===== src/rtl/pipe_trace_pkg.sv =====
// Shared types for the pipeline trace buffer.
// Provides the capture FSM state encoding and its width.
package pipe_trace_pkg;

  localparam int STATE_W = 2;

  typedef enum logic [STATE_W-1:0] {
    IDLE  = 2'd0,
    ARMED = 2'd1,
    POST  = 2'd2,
    DONE  = 2'd3
  } state_e;

endpackage


===== src/rtl/trace_ram.sv =====
// Sample store: one synchronous write port, one registered read port.
// Ports: clk/rst_n, we/waddr/wdata write, re/raddr read, rdata registered row.
module trace_ram #(
  parameter int DEPTH = 16,
  parameter int WIDTH = 128,
  localparam int AW = $clog2(DEPTH)
) (
  input  logic             clk,
  input  logic             rst_n,
  input  logic             we,
  input  logic [AW-1:0]    waddr,
  input  logic [WIDTH-1:0] wdata,
  input  logic             re,
  input  logic [AW-1:0]    raddr,
  output logic [WIDTH-1:0] rdata
);

  logic [WIDTH-1:0] mem [DEPTH];

  always_ff @(posedge clk) begin
    if (we) mem[waddr] <= wdata;
  end

  always_ff @(posedge clk or negedge rst_n) begin
    if (!rst_n) rdata <= '0;
    else if (re) rdata <= mem[raddr];
  end

endmodule


===== src/rtl/pipe_trace_buffer.sv =====
// Trace capture: armed circular buffer, PC-match/forced trigger, post window.
// Ports: probe/trigger/control inputs, 2-stage read port, State/Fill/Trig_Index.
module pipe_trace_buffer
  import pipe_trace_pkg::*;
#(
  parameter int DATA_W     = 32,
  parameter int NUM_CH     = 4,
  parameter int DEPTH      = 16,
  parameter int POST_DEPTH = 8,
  localparam int AW = $clog2(DEPTH),
  localparam int CW = (NUM_CH > 1) ? $clog2(NUM_CH) : 1,
  localparam int FW = AW + 1
) (
  input  logic                     clk_in,
  input  logic                     Reset,
  input  logic [NUM_CH*DATA_W-1:0] Probe_In,
  input  logic                     Probe_Valid,
  input  logic                     Arm,
  input  logic                     Abort,
  input  logic                     Trig_En,
  input  logic [DATA_W-1:0]        Trig_Value,
  input  logic                     Force_Trig,
  input  logic                     Rd_En,
  input  logic [AW-1:0]            Rd_Addr,
  input  logic [CW-1:0]            Rd_Ch,
  output logic [DATA_W-1:0]        Rd_Data,
  output logic                     Rd_Valid,
  output logic [STATE_W-1:0]       State,
  output logic [FW-1:0]            Fill_Count,
  output logic [AW-1:0]            Trig_Index
);

  state_e                   state;
  logic [AW-1:0]            wr_ptr;
  logic [FW-1:0]            fill;
  logic [FW-1:0]            post_cnt;
  logic [FW-1:0]            fill_inc;
  logic                     trig;
  logic                     store;
  logic                     rd_fire;
  logic [AW-1:0]            rd_phys;
  logic [NUM_CH*DATA_W-1:0] row;
  logic                     rd_req_q;
  logic                     rd_oor_q;
  logic [CW-1:0]            rd_ch_q;

  assign trig = Probe_Valid && (Force_Trig ||
    (Trig_En && Probe_In[DATA_W-1:0] == Trig_Value));
  assign store = Probe_Valid && !Abort &&
    (state == ARMED || state == POST);
  assign fill_inc = (fill == FW'(DEPTH)) ? fill : fill + 1'b1;
  // Oldest sample sits fill slots behind the write pointer.
  assign rd_phys = wr_ptr - fill[AW-1:0] + Rd_Addr;
  assign rd_fire = Rd_En && (state == DONE);

  assign State      = state;
  assign Fill_Count = fill;

  always_ff @(posedge clk_in or negedge Reset) begin
    if (!Reset) begin
      state      <= IDLE;
      wr_ptr     <= '0;
      fill       <= '0;
      post_cnt   <= '0;
      Trig_Index <= '0;
    end else if (Abort) begin
      state <= IDLE;
    end else begin
      if (store) begin
        wr_ptr <= wr_ptr + 1'b1;
        fill   <= fill_inc;
      end
      unique case (state)
        IDLE, DONE: begin
          if (Arm) begin
            state    <= ARMED;
            wr_ptr   <= '0;
            fill     <= '0;
            post_cnt <= '0;
          end
        end
        ARMED: begin
          if (trig) begin
            post_cnt <= '0;
            if (POST_DEPTH == 0) begin
              state      <= DONE;
              Trig_Index <= AW'(fill_inc - 1'b1);
            end else begin
              state <= POST;
            end
          end
        end
        POST: begin
          if (Probe_Valid) begin
            post_cnt <= post_cnt + 1'b1;
            if (post_cnt + 1'b1 == FW'(POST_DEPTH)) begin
              state      <= DONE;
              Trig_Index <= AW'(fill_inc - FW'(POST_DEPTH + 1));
            end
          end
        end
        default: state <= IDLE;
      endcase
    end
  end

  trace_ram #(
    .DEPTH (DEPTH),
    .WIDTH (NUM_CH * DATA_W)
  ) u_ram (
    .clk   (clk_in),
    .rst_n (Reset),
    .we    (store),
    .waddr (wr_ptr),
    .wdata (Probe_In),
    .re    (rd_fire),
    .raddr (rd_phys),
    .rdata (row)
  );

  // Stage 1 latches the request alongside the RAM row;
  // stage 2 picks the channel and drives the outputs.
  always_ff @(posedge clk_in or negedge Reset) begin
    if (!Reset) begin
      rd_req_q <= 1'b0;
      rd_oor_q <= 1'b0;
      rd_ch_q  <= '0;
      Rd_Valid <= 1'b0;
      Rd_Data  <= '0;
    end else begin
      rd_req_q <= rd_fire;
      rd_oor_q <= {1'b0, Rd_Addr} >= fill;
      rd_ch_q  <= Rd_Ch;
      Rd_Valid <= rd_req_q;
      if (rd_req_q) begin
        Rd_Data <= rd_oor_q ? '0 :
          row[int'(rd_ch_q)*DATA_W +: DATA_W];
      end
    end
  end

endmodule


===== config.mk =====
export PLATFORM = sky130hd
export DESIGN_NAME = pipe_trace_buffer
export DESIGN_NICKNAME = d
export VERILOG_FILES = /design/src/rtl/pipe_trace_pkg.sv /design/src/rtl/trace_ram.sv /design/src/rtl/pipe_trace_buffer.sv
export SDC_FILE = /design/constraint.sdc
export NUM_CORES = 2
export LEC_CHECK = 0
export BUFFER_PORTS_ARGS = -buffer_cell sky130_fd_sc_hd__buf_2
export CAP_MARGIN = 20
export CELL_PAD_IN_SITES_DETAIL_PLACEMENT = 1
export CELL_PAD_IN_SITES_GLOBAL_PLACEMENT = 1
export CORE_ASPECT_RATIO = 0.8
export CORE_MARGIN = 2
export CORE_UTILIZATION = 35
export CTS_CLUSTER_DIAMETER = 50
export DETAILED_ROUTE_END_ITERATION = 6
export PLACE_DENSITY_LB_ADDON = 0.3
export SYNTH_ARGS = -nofsm -noshare
export SYNTH_HDL_FRONTEND = slang
export SYNTH_SLANG_ARGS = --single-unit

===== constraint.sdc =====
create_clock -name clk_in -period 4.8 [get_ports clk_in]
set_clock_uncertainty 0.05 [all_clocks]
set_input_delay 0.24 -clock clk_in [delete_from_list [all_inputs] [get_ports clk_in]]
set_output_delay 0.24 -clock clk_in [all_outputs]
set_load 0.05 [all_outputs]

==> out/qor.csv <==
stage,metric,value,unit
status,status,"finished, final reports clean",
sta,slew_viol_final,0,
cells_and_area,finalInstanceArea,0.101,mm^2
setup_path,critPathMaxStageDelay,1100,ps
cells_and_area,final_cells,7578,
route,dr.pass1.iters,7,
setup_path,critPathTopFamily,adder cells,
power_and_ir_drop,vdd_drop_max,0.698,mV
cells_and_area,regArea,0.0661,mm^2
clock_network,clock_path_buffers,4,
clock_network,clockRootBuffer,clkbuf_16,
cells_and_area,mostFrequentLayoutCells,"2048 x edfxtp_1, 672 x mux4_2, 235 x clkbuf_16",
cells_and_area,multiInputGateArea,0.0183,mm^2
floorplanning,coreArea,0.243,mm^2
hold_path,hold_path.startpoint,Force_Trig,
yosys,syn_area,0.0856,mm^2
route,antenna_left,0,
yosys,yosysUniqueCellTypes,42,
sta,rsz0062_at_grt,false,
setup_path,path_buf_inv,4,
flow_run,max_cap_viol_count,0,
hold_path,hp-class,input pin to register,
clock_network,htree_levels,4,
setup_path,path_class,register to register,
grt,grt_start_max_net_pins,90,
yosys,synth_warnings,0,
route,viasPerCell,5.30,
hold_path,worstHoldEndpoint,post_cnt[1],
yosys,synth_top_cell_area_share,71.9,%
route,routed_wl,242000,um
sta,finalCritPeriodShare,86.7,%
sta,period_needed,4160,ps
route,drt_iter0_markers,4283,
clock_network,path_clk_slew,60,ps
grt,antenna_found_initial,70,
cells_and_area,drive_gt1_share,36.4,%
setup_path,worstPathArrival,4900,ps
sta,hold_viol,0,
cells_and_area,nFillCells,22500,
clock_network,clkSinkCount,2233,
setup_path,worst_path_max_delay_cell,fa_4,
cells_and_area,nNetsFinal,4285,
placed_design,portBuffers,217,
yosys,synthCells,3514,
power_and_ir_drop,power.density,699,mW/mm^2
yosys,netlist_top_cells_area,"edfxtp_1 72%, mux4_2 18%, dfrtp_1 5.4%",
yosys,synth.avg_cell_area,24.4,um^2
setup_path,rrSetupSlack,640,ps
power_and_ir_drop,p_total,70.9,mW
setup_path,start_kind,register,
setup_path,r2r_end,u_ram.rdata[88],
sta,setup_viol,0,
setup_path,path_max_fanout,22,
sta,setup_tns,0,ps
floorplanning,die_w,557,um
sta,fmax,0.240,GHz
yosys,syn_nets,3710,
clock_network,cts_tree,done,
sta,tightest_slew,1270,ps
floorplanning,start_util,35.2,%
yosys,seq_area_frac_synth,77.3,%
grt,grt_overflow_total,0,
cells_and_area,layout_commonest_cell,edfxtp_1,
setup_path,crit_path_end_kind,register,
setup_path,worstPathCellList,inv_1 -> ha_1 -> inv_1 -> ha_4 -> fa_4 -> buf_4 -> buf_4 -> mux4_2 -> mux4_2 -> mux2_2,
placed_design,dp_cells,6988,
setup_path,reg2reg_from,wr_ptr[0],
sta,worst_slack,639,ps
grt,grt_usage,19.5,%
floorplanning,die_h,446,um
yosys,synth_seq_cells,2233,
placed_design,dp_slack,629,ps
clock_network,insertion_delay,910,ps
floorplanning,pin_count,218,
clock_network,cts_made_buffers,235,
placed_design,hpwlAfterDp,142000,um
placed_design,routabilityCongestion,0.745,
route,drc,0,
cells_and_area,syn_to_final_growth,18.5,%
floorplanning,dieArea,0.249,mm^2
power_and_ir_drop,p_leak,32.9,nW
route,avgRoutedWirePerCell,32.0,um
floorplanning,num_rows,162,
grt,grt_pass1_wl,340000,um
hold_path,hold_path_depth,7,
grt,grt_pass1_vias,42400,
route,via_count,40200,
setup_path,worstPathRequired,5540,ps
placed_design,postPlaceCellArea,0.0921,mm^2
yosys,yosysTopAreaCell,edfxtp_1,
sta,relSlewSlack,15.1,%
setup_path,worst-r2r-cell-count,10,
-- power breakdown --
part | switching (mW) | internal (mW)
logic | 13.8 | 15.1
clock network | 7.77 | 10.7
registers | 1.28 | 22.2
total | 22.9 | 48.0
-- metrics by stage --
step                util, %  hold WS (ps)
floorplan                 -          -106
CTS                    41.7          75.5
global placement       37.8           242
global route           41.7           189
finish                 41.7           152
detailed placement     37.8           255
-- synthesized netlist by cell type (all sizes together) --
master / n
xnor2: 41
nand3: 10
a311o: 1
a31oi: 2
a2111oi: 2
fa: 3
buf: 78
a211o: 1
edfxtp: 2048
nand2: 14
inv: 86
nand2b: 4
o21ai: 8
nor4: 2
xor2: 2
a21oi: 9
a211oi: 1
or3: 3
dfrtp: 185
o2bb2ai: 1
o22ai: 33
o41ai: 1
a2bb2oi: 1
nand3b: 1
nor2: 13
nor2b: 1
nor3: 4
mux2: 133
and3: 4
a21o: 3
or2: 1
mux2i: 2
and3b: 1
clkbuf: 95
nand4: 10
and2: 19
mux4: 672
ha: 19
-- worst register-to-register path, stage by stage (launching register included) --
cell and delay, ps:
dfrtp_1 440, inv_1 120, ha_1 310, inv_1 80, ha_4 170, fa_4 1100
buf_4 450, buf_4 260, mux4_2 320, mux4_2 480, mux2_2 270
-- state kept, by name, indices dropped and copies added, names as in the netlist --
name / count
Fill_Count: 5
Rd_Data: 32
Rd_Valid: 1
State: 2
Trig_Index: 4
post_cnt: 5
rd_ch_q: 2
rd_oor_q: 1
rd_req_q: 1
u_ram.mem: 2048
u_ram.rdata: 128
wr_ptr: 4
-- worst max path at each step --
stage,startpoint,to,slack (ps),cells after the start
floorplan,State[0],u_ram.mem[4][0],880,6
global placement,wr_ptr[0],u_ram.rdata[88],600,10
detailed placement,wr_ptr[0],u_ram.rdata[88],630,10
CTS,wr_ptr[0],u_ram.rdata[12],610,11
global route,wr_ptr[0],u_ram.rdata[88],520,10
finish,wr_ptr[0],u_ram.rdata[88],640,10
-- what timing repair did --
item	4_1_cts	5_1_grt
setup buffers	0	0
endpoints found under the hold margin	2141	0
resized for setup	0	0
hold buffers	144	0
-- cell type report --
cell class	count	area share, %
diodes	12	0.0296
clock buffers	302	6.27
clock inverters	132	1.45
inverters	86	0.318
multi-input cells	1022	18.0
flip-flops and latches	2233	65.2
well taps	3280	4.05
repair buffers	511	4.66
-- metal layers --
| layer | vias to the layer above | part of all wire, % | GRT usage (%) |
|---|---|---|---|
| li1 | 16200 | - | - |
| met1 | 22400 | 42 | 27.0 |
| met2 | 1279 | 48 | 31.6 |
| met3 | 339 | 7.3 | 4.33 |
| met4 | 28 | 2.2 | 4.34 |
| met5 | - | 0.076 | 0.0779 |
-- cell families after synthesis --
family / after synthesis / synth area share [%]
and+or+nand+nor: 87 / 0.541
DFF: 2233 / 77.3
buffers and inverters: 259 / 1.48
muxes: 807 / 19.5
adders and majority gates: 22 / 0.348
AOI/OAI and AO/OA: 63 / 0.463
xor gates and xnor gates: 43 / 0.440
No activity file was read; power rests on OpenSTA's default activity.
